[src/rtl/cmd_stream_bridge.sv]
// cmd_stream_bridge: framed byte stream (SYNC ADDR D3 D2 D1 D0 CSUM) to
// single-cycle register writes on the cmd_addr/cmd_data/cmd_wr bus.
// Frames with a bad checksum or an inter-byte timeout are dropped and reported.
// Optional build macro CMD_ACK_EN adds an ack byte (06 good / 15 error) with a
// valid/ready handshake; when undefined the ack outputs are tied to zero.
//
// state  | meaning
// IDLE   | waiting for SYNC_BYTE, other bytes ignored
// ADDR   | expecting register address byte
// D3..D0 | expecting data bytes, MSB first
// CSUM   | expecting checksum byte, frame completes on it
module cmd_stream_bridge #(
   parameter logic [7:0] SYNC_BYTE      = 8'hA5,
   parameter int         TIMEOUT_CYCLES = 1000000
) (
   input  logic        clk,
   input  logic        rst_n,
   input  logic [7:0]  i_rx_data,
   input  logic        i_rx_valid,
   output logic [7:0]  o_cmd_addr,
   output logic [31:0] o_cmd_data,
   output logic        o_cmd_wr,
   output logic        o_busy,
   output logic        o_frame_err,
   output logic [1:0]  o_err_code,
   output logic [15:0] o_frame_cnt,
   output logic [7:0]  o_ack_data,
   output logic        o_ack_valid,
   input  logic        i_ack_ready
);

   localparam int            CW = $clog2(TIMEOUT_CYCLES);
   localparam logic [CW-1:0] TC = CW'(TIMEOUT_CYCLES - 1);

   typedef enum logic [2:0] {
      S_IDLE, S_ADDR, S_D3, S_D2, S_D1, S_D0, S_CSUM
   } state_t;

   state_t        state, state_next;
   logic [7:0]    sum;
   logic [7:0]    frame_sum;
   logic [7:0]    sh_addr;
   logic [31:0]   sh_data;
   logic [CW-1:0] tmr;
   logic          good, bad, tmo;

   assign frame_sum = sum + i_rx_data;

   // State register
   always_ff @(posedge clk or negedge rst_n) begin
      if (!rst_n) state <= S_IDLE;
      else        state <= state_next;
   end

   // Next-state and frame completion decode; a byte in the terminal-count
   // cycle wins over the timeout
   always_comb begin
      state_next = state;
      good       = 1'b0;
      bad        = 1'b0;
      tmo        = 1'b0;
      case (state)
         S_IDLE: if (i_rx_valid && i_rx_data == SYNC_BYTE) state_next = S_ADDR;
         S_ADDR: if (i_rx_valid) state_next = S_D3;
         S_D3:   if (i_rx_valid) state_next = S_D2;
         S_D2:   if (i_rx_valid) state_next = S_D1;
         S_D1:   if (i_rx_valid) state_next = S_D0;
         S_D0:   if (i_rx_valid) state_next = S_CSUM;
         S_CSUM: if (i_rx_valid) begin
            state_next = S_IDLE;
            if (frame_sum == 8'h00) good = 1'b1;
            else                    bad  = 1'b1;
         end
         default: state_next = S_IDLE;
      endcase
      if (state != S_IDLE && !i_rx_valid && tmr == TC) begin
         state_next = S_IDLE;
         tmo        = 1'b1;
      end
   end

   // Busy whenever a frame is partially received
   always_comb begin
      o_busy = (state != S_IDLE);
   end

   // Shadow capture of address/data and the running checksum
   always_ff @(posedge clk or negedge rst_n) begin
      if (!rst_n) begin
         sum     <= 8'h00;
         sh_addr <= 8'h00;
         sh_data <= 32'h0;
      end else if (i_rx_valid) begin
         case (state)
            S_IDLE: if (i_rx_data == SYNC_BYTE) sum <= 8'h00;
            S_ADDR: begin sh_addr <= i_rx_data;        sum <= frame_sum; end
            S_D3:   begin sh_data[31:24] <= i_rx_data; sum <= frame_sum; end
            S_D2:   begin sh_data[23:16] <= i_rx_data; sum <= frame_sum; end
            S_D1:   begin sh_data[15:8]  <= i_rx_data; sum <= frame_sum; end
            S_D0:   begin sh_data[7:0]   <= i_rx_data; sum <= frame_sum; end
            default: ;
         endcase
      end
   end

   // Inter-byte timer: idle or any byte restarts it, otherwise it counts up
   always_ff @(posedge clk or negedge rst_n) begin
      if (!rst_n)                                    tmr <= '0;
      else if (state == S_IDLE || i_rx_valid || tmo) tmr <= '0;
      else                                           tmr <= tmr + CW'(1);
   end

   // Command bus, error reporting and good-frame counter
   always_ff @(posedge clk or negedge rst_n) begin
      if (!rst_n) begin
         o_cmd_addr  <= 8'h00;
         o_cmd_data  <= 32'h0;
         o_cmd_wr    <= 1'b0;
         o_frame_err <= 1'b0;
         o_err_code  <= 2'b00;
         o_frame_cnt <= 16'h0;
      end else begin
         o_cmd_wr    <= good;
         o_frame_err <= bad | tmo;
         if (good) begin
            o_cmd_addr  <= sh_addr;
            o_cmd_data  <= sh_data;
            o_frame_cnt <= o_frame_cnt + 16'd1;
         end
         if (bad) o_err_code <= 2'b01;
         if (tmo) o_err_code <= 2'b10;
      end
   end

`ifdef CMD_ACK_EN
   // Ack byte: latest completion status wins, cleared on handshake
   always_ff @(posedge clk or negedge rst_n) begin
      if (!rst_n) begin
         o_ack_data  <= 8'h00;
         o_ack_valid <= 1'b0;
      end else if (good) begin
         o_ack_data  <= 8'h06;
         o_ack_valid <= 1'b1;
      end else if (bad || tmo) begin
         o_ack_data  <= 8'h15;
         o_ack_valid <= 1'b1;
      end else if (o_ack_valid && i_ack_ready) begin
         o_ack_data  <= 8'h00;
         o_ack_valid <= 1'b0;
      end
   end
`else
   logic unused_ack_ready;
   assign unused_ack_ready = i_ack_ready;
   assign o_ack_data       = 8'h00;
   assign o_ack_valid      = 1'b0;
`endif

endmodule

[config.mk]
export PLATFORM = sky130hd
export DESIGN_NAME = cmd_stream_bridge
export DESIGN_NICKNAME = d
export VERILOG_FILES = /design/src/rtl/cmd_stream_bridge.sv
export SDC_FILE = /design/constraint.sdc
export NUM_CORES = 1
export LEC_CHECK = 0
export BUFFER_PORTS_ARGS = -buffer_cell sky130_fd_sc_hd__buf_2
export CAP_MARGIN = 20
export CORE_MARGIN = 2
export CORE_UTILIZATION = 50
export DETAILED_ROUTE_END_ITERATION = 12
export PLACE_DENSITY_LB_ADDON = 0.25
export SLEW_MARGIN = 10
export SYNTH_ARGS = -nofsm -noshare
export SYNTH_HDL_FRONTEND = slang
export SYNTH_SLANG_ARGS = --single-unit
[constraint.sdc]
create_clock -name clk -period 2.9 [get_ports clk]
set_input_delay 0 -clock clk [delete_from_list [all_inputs] [get_ports clk]]
set_output_delay 0 -clock clk [all_outputs]
set_load 0.02 [all_outputs]
**After elaboration in Yosys (flattened, before gate mapping)**

Index checks and enable logic that the tools add are counted.

- Register bits after elaboration: 131
- Logic and storage cells: 74
- Output and inout port bits: 70
- Input port bits: 12

- Reductions and logical operators: 19
- Muxes and demuxes: 21
- Bitwise operators: 1
- Equal/unequal tests: 16
- $add $sub $neg: 3

Operators with widths:

| kind | count |
|---|---|
| 3-bit 2-to-1 mux | 8 |
| 3-bit inequality test, second input constant | 7 |
| 3-bit one-hot mux with 7 select lines | 1 |
| 20-bit by 1-bit adder with 20-bit output, second input constant | 1 |
| 20-bit equality test, second input constant | 1 |
| 20-bit 2-to-1 mux | 1 |
| 16-bit by 1-bit adder with 16-bit output, second input constant | 1 |
| 8-bit one-hot mux with 2 select lines | 1 |
| 2-bit AND reduction | 5 |
| 3-bit equality test, second input constant | 3 |
| 8-bit adder | 1 |
| 8-bit equality test, second input constant | 1 |
| 8-bit zero test | 1 |
| 8-bit 2-to-1 mux | 1 |
| 1-bit 2-to-1 mux | 7 |
| 7-bit AND reduction | 1 |
| 3-bit by 2-bit equality test with 1-bit output, second input constant | 2 |
| 5-bit OR reduction | 1 |
| 2-bit 2-to-1 mux | 2 |
| 2-bit nonzero test | 2 |
| 3-bit by 1-bit equality test with 1-bit output, second input constant | 1 |
| 1-bit logical AND | 3 |
| 3-bit zero test | 1 |
| 3-bit AND reduction | 1 |
| 5 further kinds | 6 |

**Longest topological paths before layout**

Gate-level depths: netlist of run 1.

- Depth in word-level cells: 7
- Depth in mapped cells: 10
- Gate-level depth less buffers: 8

**Worst setup path after synthesis of run 1**

OpenSTA, ideal clock, no wires.

- Path kind: register to register
- From: register sum[0]
- To: register o_cmd_addr[6]
- Data required time: 2.775 ns
- Setup time: 0.125 ns
- Stages on the path, launching flop included: 11
- Data arrival time: 2.608 ns
- Slack: 0.167 ns
- Clock period less this slack: 2.733 ns
- Path buffers: 2
- Cell sequence: dfrtp_1 ha_1 fa_1 a211oi_2 o21bai_1 a2111oi_0 and4bb_1 buf_4 nand3_4 buf_6 mux2_4

- Longest elaborated chain between the ends: 5

Ends and longest elaborated chain:

| what | line | source |
|---|---|---|
| from (decl) | 40 | `logic [7:0] sum;` |
| from (signal assigned) | 96 | `S_ADDR: begin sh_addr <= i_rx_data; sum <= frame_sum; end` |
| from (signal assigned) | 97 | `S_D3: begin sh_data[31:24] <= i_rx_data; sum <= frame_sum; end` |
| from (signal assigned) | 98 | `S_D2: begin sh_data[23:16] <= i_rx_data; sum <= frame_sum; end` |
| 8-bit adder | 47 | `assign frame_sum = sum + i_rx_data;` |
| 8-bit zero test | 71 | `if (frame_sum == 8'h00) good = 1'b1;` |
| 1-bit 2-to-1 mux | 71 |  |
| 1-bit 2-to-1 mux | 69 | `S_CSUM: if (i_rx_valid) begin` |
| 1-bit 2-to-1 mux | 62 | `case (state)` |
| to (signal assigned) | 126 | `o_cmd_addr <= sh_addr;` |
| to (decl) | 20 | `output logic [7:0] o_cmd_addr,` |

No other way between the ends.
A chain may end at the register's enable or synchronous reset.

**Worst setup path in the final report of run 1**

- From: register sum[0]
- To: register o_cmd_addr[7]

The elaborated chain is that of the path after synthesis.

==> results of run 1 <==
[cells by family after synthesis]
kind of cell / count (synthesis)
AND/OR/NAND/NOR: 146
AO/OA/AOI/OAI: 34
other: 1
XOR/XNOR: 37
buffers and inverters: 36
adder cells (fa/ha/maj): 10
flip-flops: 131
multiplexers: 81
[final timing paths]
kind                                 start              end  slack (ps)  depth (start not counted)
max in group asynchronous            rst_n   o_cmd_data[21]        1930                          3
hold / removal                i_rx_data[4]      sh_data[28]          20                          2
setup / recovery                    sum[0]    o_cmd_addr[7]          60                         10
setup reg to reg                    sum[0]    o_cmd_addr[7]          60                         10
hold reg to reg            o_frame_cnt[15]  o_frame_cnt[15]         470                          1
min in group asynchronous            rst_n   o_frame_cnt[9]         230                          2
[metal layers]
layer  vias to the layer above  track usage  wire (um)
met1                      1972       0.2770       5678
met2                       102       0.3054       6048
met3                        12      0.05249        511
li1                       1857            -          -
met4                         0      0.07154        170
met5                         -            0          0
[cell usage after synthesis (2+ instances only)]
cell type	count
mux2_4	38
nand3_1	25
nand2_1	33
mux2_2	43
nor4_1	4
a211oi_2	2
a21oi_1	4
clkbuf_1	9
o21a_1	2
buf_6	4
inv_1	9
xnor2_1	24
o21ai_1	2
and3_1	7
o21bai_1	2
xor2_1	13
nor2_1	39
nor3b_1	2
nor3_1	10
dfrtp_1	131
ha_1	9
nand4_1	10
buf_4	10
or4bb_1	2
buf_2	3
and4_1	3
o21ai_0	13
nand2b_1	2
[registers in the layout, indices dropped and copies added, names as in the netlist]
signal / flops
o_cmd_addr: 8
sh_addr: 8
state: 3
o_frame_err: 1
tmr: 20
o_frame_cnt: 16
sh_data: 32
o_cmd_wr: 1
sum: 8
o_cmd_data: 32
o_err_code: 2
[where the power goes]
part | total, uW | switching [uW] | internal [uW]
Clock | 2030 | 892 | 1140
Sequential | 2490 | 263 | 2230
Combinational | 1510 | 805 | 708
[cell type report]
type / count / area (um^2) / share of cell area
Clock buffer: 17 / 425.4 / 0.05855
Clock inverter: 15 / 137.6 / 0.01894
Inverter: 10 / 37.54 / 0.005166
Multi-Input combinational cell: 317 / 2556 / 0.3518
Sequential cell: 131 / 3278 / 0.4512
Tap cell: 143 / 178.9 / 0.02463
Timing Repair Buffer: 96 / 651.9 / 0.08972
[stage by stage]
step / worst slack (ps) / cells / cell area, um^2 / hold slack [ps] / setup TNS [ps]
after floorplan: 167.0 / 484 / 5998 / -295.6 / 0
after global placement: 108.2 / 687 / 6516 / 141.9 / 0
after detailed placement: -10.52 / 687 / 6516 / 148.9 / -31.05
after CTS: 43.95 / 724 / 7151 / 2.628 / 0
after global routing: -4.300 / 729 / 7266 / 11.56 / -5.823
final: 60.41 / 729 / 7266 / 17.22 / 0
[what timing repair did]
action,in CTS,in global routing
resized for setup,5,5
cloned,1,3
hold buffers,3,1
setup endpoints to repair,40,41
setup buffers,1,1
hold endpoints to repair,67,1
pin swaps,3,4
==> impl_metrics.toml, run 1 <==
[run]
maxCapViolations = 0

[status]
violations = "design-rule violations"
outcome = "complete, but fails checks"

[critical_path]
worst-path-buf-inv = 2
cp_max_fo = 6
slowest_delay_ps = 400
critPathTopFamily = "simple AND/OR/NAND/NOR gates"
crit_slowest_cell = "dfrtp_1"
worstSetupEndpointType = "register"
worst_setup_path_start_kind = "register"
cp_cell_sequence = "ha_4 -> fa_2 -> a211oi_2 -> buf_4 -> or2_1 -> a2111oi_2 -> and4bb_2 -> nand3_4 -> clkbuf_16 -> mux2_4"
cp.arrival_ps = 3140
path_class = "register to register"
crit_required_ps = 3200

[synthesis]
synth_mux_area_frac = 0.1767
ys.flop_type = "dfrtp_1"
synth_top_cell_area_share = 0.5493
yosys.area_share.simple = 0.1249
ys_ff_latch = 131
yosysUniqueCellTypes = 49
synth-async-reset-ratio = 1.000
synth.area.top_cells = "dfrtp_1 (55%), mux2_4 (9.6%), mux2_2 (8.1%)"
synth-edff-count = 0
synth-compound-area-share = 0.03732
synth_warnings = 0
synth_top_family_by_area = "multiplexers"
syn_area_um2 = 5968
synthAdderAreaFrac = 0.02222
netlist_instances = 476
syn_area_per_cell_um2 = 12.54
synth_top_area_cell = "dfrtp_1"
seq_area_frac_synth = 0.5493
synth_xor_xnor_area_share = 0.05430

[route]
drt_iter0_drc = 230
drc = 7
ant_nets = 0
wl_um = 12410
wl_per_cell_um = 17.02
viasPerCell = 5.409
drtPass1Iterations = 8
vias = 3943

[timing]
max_freq_mhz = 352.2
post-route-period-util = 0.9792
clock_skew_ps = 8.817
worst_pin_slew_ps = 807.5
slew_headroom = 0.4617
finalSetupViolCount = 0
min_period_ps = 2840
hold_viol = 0
finalMaxSlewViolations = 0

[clocking]
htreeDepth = 4
clock_tree.root_cell = "clkbuf_16"
clockBufferDepth = 2
cts.reportedPaths.clkPinSlew_ps = 70
cts.sinks = 131
numCtsBuffers = 17
tritoncts = "built"
clock_latency_ps = 410

[floorplanning]
fp.dieW_um = 113.3
die_h_um = 113.3
rows = 39
die_area_um2 = 12830
core_area_um2 = 11520
start_util = 0.5183
ioPinCount = 82

[final_layout]
final_common_cell = "dfrtp_1"
finalNetCount = 595
syn_to_final_growth_pct = 21.74
final_util = 0.6309
antennaDiodeCount = 0
mostFrequentLayoutCells = "dfrtp_1 (131), buf_2 (70), mux2_2 (43), nor2_1 (38), mux2_4 (38)"
nFillCells = 878
drive_above_1_share = 0.3720

[global_routing]
track_usage = 0.1996
overflow = 0
grt_start_max_net_pins = 64
antenna_found_initial = 0
grt_pass1_wl_um = 19900
grt_pass1_vias = 3820

[min_path]
hp-class = "input pin to register"

[power_and_ir_drop]
power_uw = 6031
powerDensity_nw_per_um2 = 830.0
leakagePower_uw = 0.003626
vdd_drop_max_uv = 419.7

[place]
detailed_place_hpwl_um = 8057
gp_congestion = 0.8955
io_buffer_count = 71
Note: power is estimated with default switching activity, not from simulation.
==> inputs of run 2 (changes only) <==
CTS_BUF_LIST = sky130_fd_sc_hd__clkbuf_8   (was unset)
CTS_CLUSTER_DIAMETER = 150   (was unset)
HOLD_SLACK_MARGIN = 0.05   (was unset)
==> run 2 against run 1 <==
Compared with the run above:
- the flow still finishes with violations (design-rule violations)
- design area down 1.1%
- worst hold slack better by 170 ps
- sequential power about the same
- total power down 9.7%
- count of clock-buffer cells in the layout unchanged
- maximum frequency down 0.57%
- setup slack worse by 16 ps
- critical path depth up 1
- largest cell class unchanged
- highest routed layer unchanged
==> impl_metrics.toml, run 2 (synthesis results as in run 1) <==
[status]
outcome = "complete, but fails checks"
violations = "design-rule violations"

[critical_path]
slowest_delay_ps = 390
reg2reg_depth = 11
worstSetupEndpointType = "register"
crit_slowest_cell = "dfrtp_1"
crit_path_start = "sum[0]"
path_class = "register to register"
cp.arrival_ps = 3180
crit_required_ps = 3220
worst_setup_path_start_kind = "register"
worst-path-buf-inv = 3
critPathTopFamily = "simple AND/OR/NAND/NOR gates"
path_depth = 11
cp_max_fo = 6
cp_cell_sequence = "ha_4 -> fa_2 -> a211oi_2 -> buf_4 -> or2_1 -> a2111oi_2 -> and4bb_2 -> nand3_4 -> buf_12 -> clkbuf_16 -> mux2_4"
r2r_start = "sum[0]"

[route]
wl_met2_um = 6008
wl_per_cell_um = 16.56
wl_met1_um = 5507
drt_iter0_drc = 251
viasPerCell = 5.356
top_layer = "met4"
drtPass1Iterations = 8
drc = 7
met3WireLength_um = 550
vias = 3969
wl_um = 12270
ant_nets = 0

[place]
place_inst = 687
gp_congestion = 0.8955
detailed_place_hpwl_um = 8057
io_buffer_count = 71

[run]
maxCapViolations = 0

[final_layout]
final_cells = 741
mostFrequentLayoutCells = "dfrtp_1 (131), buf_2 (71), mux2_2 (43), nor2_1 (38), mux2_4 (38)"
final_common_cell = "dfrtp_1"
syn_to_final_growth_pct = 20.40
antennaDiodeCount = 0
top_regs = "o_cmd_data (32), sh_data (32), tmr (20)"
final_util = 0.6240
finalNetCount = 607
drive_above_1_share = 0.3746

[clocking]
cts.sinks = 131
htreeDepth = 4
clock_tree.root_cell = "clkbuf_8"
cts.reportedPaths.clkPinSlew_ps = 80
numCtsBuffers = 17
clockBufferDepth = 2
tritoncts = "built"
clock_latency_ps = 440

[floorplanning]
core_area_um2 = 11520
ioPinCount = 82
die_area_um2 = 12830
start_util = 0.5183
fp.dieW_um = 113.3
rows = 39
die_h_um = 113.3

[global_routing]
grt_pass1_vias = 3856
grt_pass1_wl_um = 19810
grt_start_max_net_pins = 64
antenna_found_initial = 0
overflow = 0
track_usage = 0.1983

[timing]
hold_ws_ps = 190.7
hold_viol = 0
slew_headroom = 0.4558
post-route-period-util = 0.9848
finalSetupViolCount = 0
finalMaxSlewViolations = 0
min_period_ps = 2856
clock_skew_ps = 12.83
worst_pin_slew_ps = 816.3
max_freq_mhz = 350.1

[power_and_ir_drop]
power_uw = 5445
vdd_drop_max_uv = 322.0
leakagePower_uw = 0.003593
powerDensity_nw_per_um2 = 757.8

[min_path]
hp-class = "input pin to asynchronous set/reset pin"
==> run 2: cell count changes in the layout (fill, tap and decap cells not counted) <==
cell,before,now
dlygate4sd3_1,4,10
buf_6,1,0
buf_2,70,71
clkbuf_8,0,17
buf_12,3,4
buf_4,15,20
clkbuf_16,19,2
==> run 2: area by class of cell <==
| cell class | instances | area, um^2 |
|---|---|---|
| clock buffers | 17 | 234.0 |
| clock inverters | 15 | 137.6 |
| fillers | 901 | 4330 |
| inverters | 10 | 37.54 |
| multi-input cells | 317 | 2556 |
| flip-flops and latches | 131 | 3278 |
| well taps | 143 | 178.9 |
| repair buffers | 108 | 763.2 |
==> run 2: routing by layer <==
layer	GRT usage	vias to the layer above
met4	0.07561	0
met3	0.04981	17
met2	0.3066	102
met1	0.2718	1979
li1	-	1871
met5	0	-
==> run 2: through the flow <==
stage	area [um^2]	TNS [ps]	setup WS, ps
floorplan	5998	0	167.0
global placement	6516	0	108.2
detailed placement	6516	-31.05	-10.52
CTS	7029	0	47.46
global route	7186	-8.620	-4.636
finish	7186	0	44.01
==> run 2: power by group <==
part | leakage [uW] | switching [uW] | internal [uW] | total (uW)
Sequential | 0.00173 | 254 | 2220 | 2480
Clock | 0.000188 | 816 | 634 | 1450
Combinational | 0.00167 | 799 | 719 | 1520
==> run 2: final timing paths <==
kind	endpoint	slack, ps
max	o_cmd_data[3]	40
min	o_frame_cnt[11]	190
max reg2reg	o_cmd_data[3]	40
min reg2reg	o_frame_cnt[15]	460
max in group asynchronous	o_cmd_data[3]	1950
min in group clk	tmr[4]	410
==> run 2: what timing repair did <==
action | 4_1_cts | 5_1_grt
hold endpoints to repair | 104 | 0
pin swaps | 3 | 4
buffers inserted | 1 | 8
hold buffers | 10 | 0
resized for setup | 5 | 5
cloned | 1 | 2
setup endpoints to repair | 40 | 41
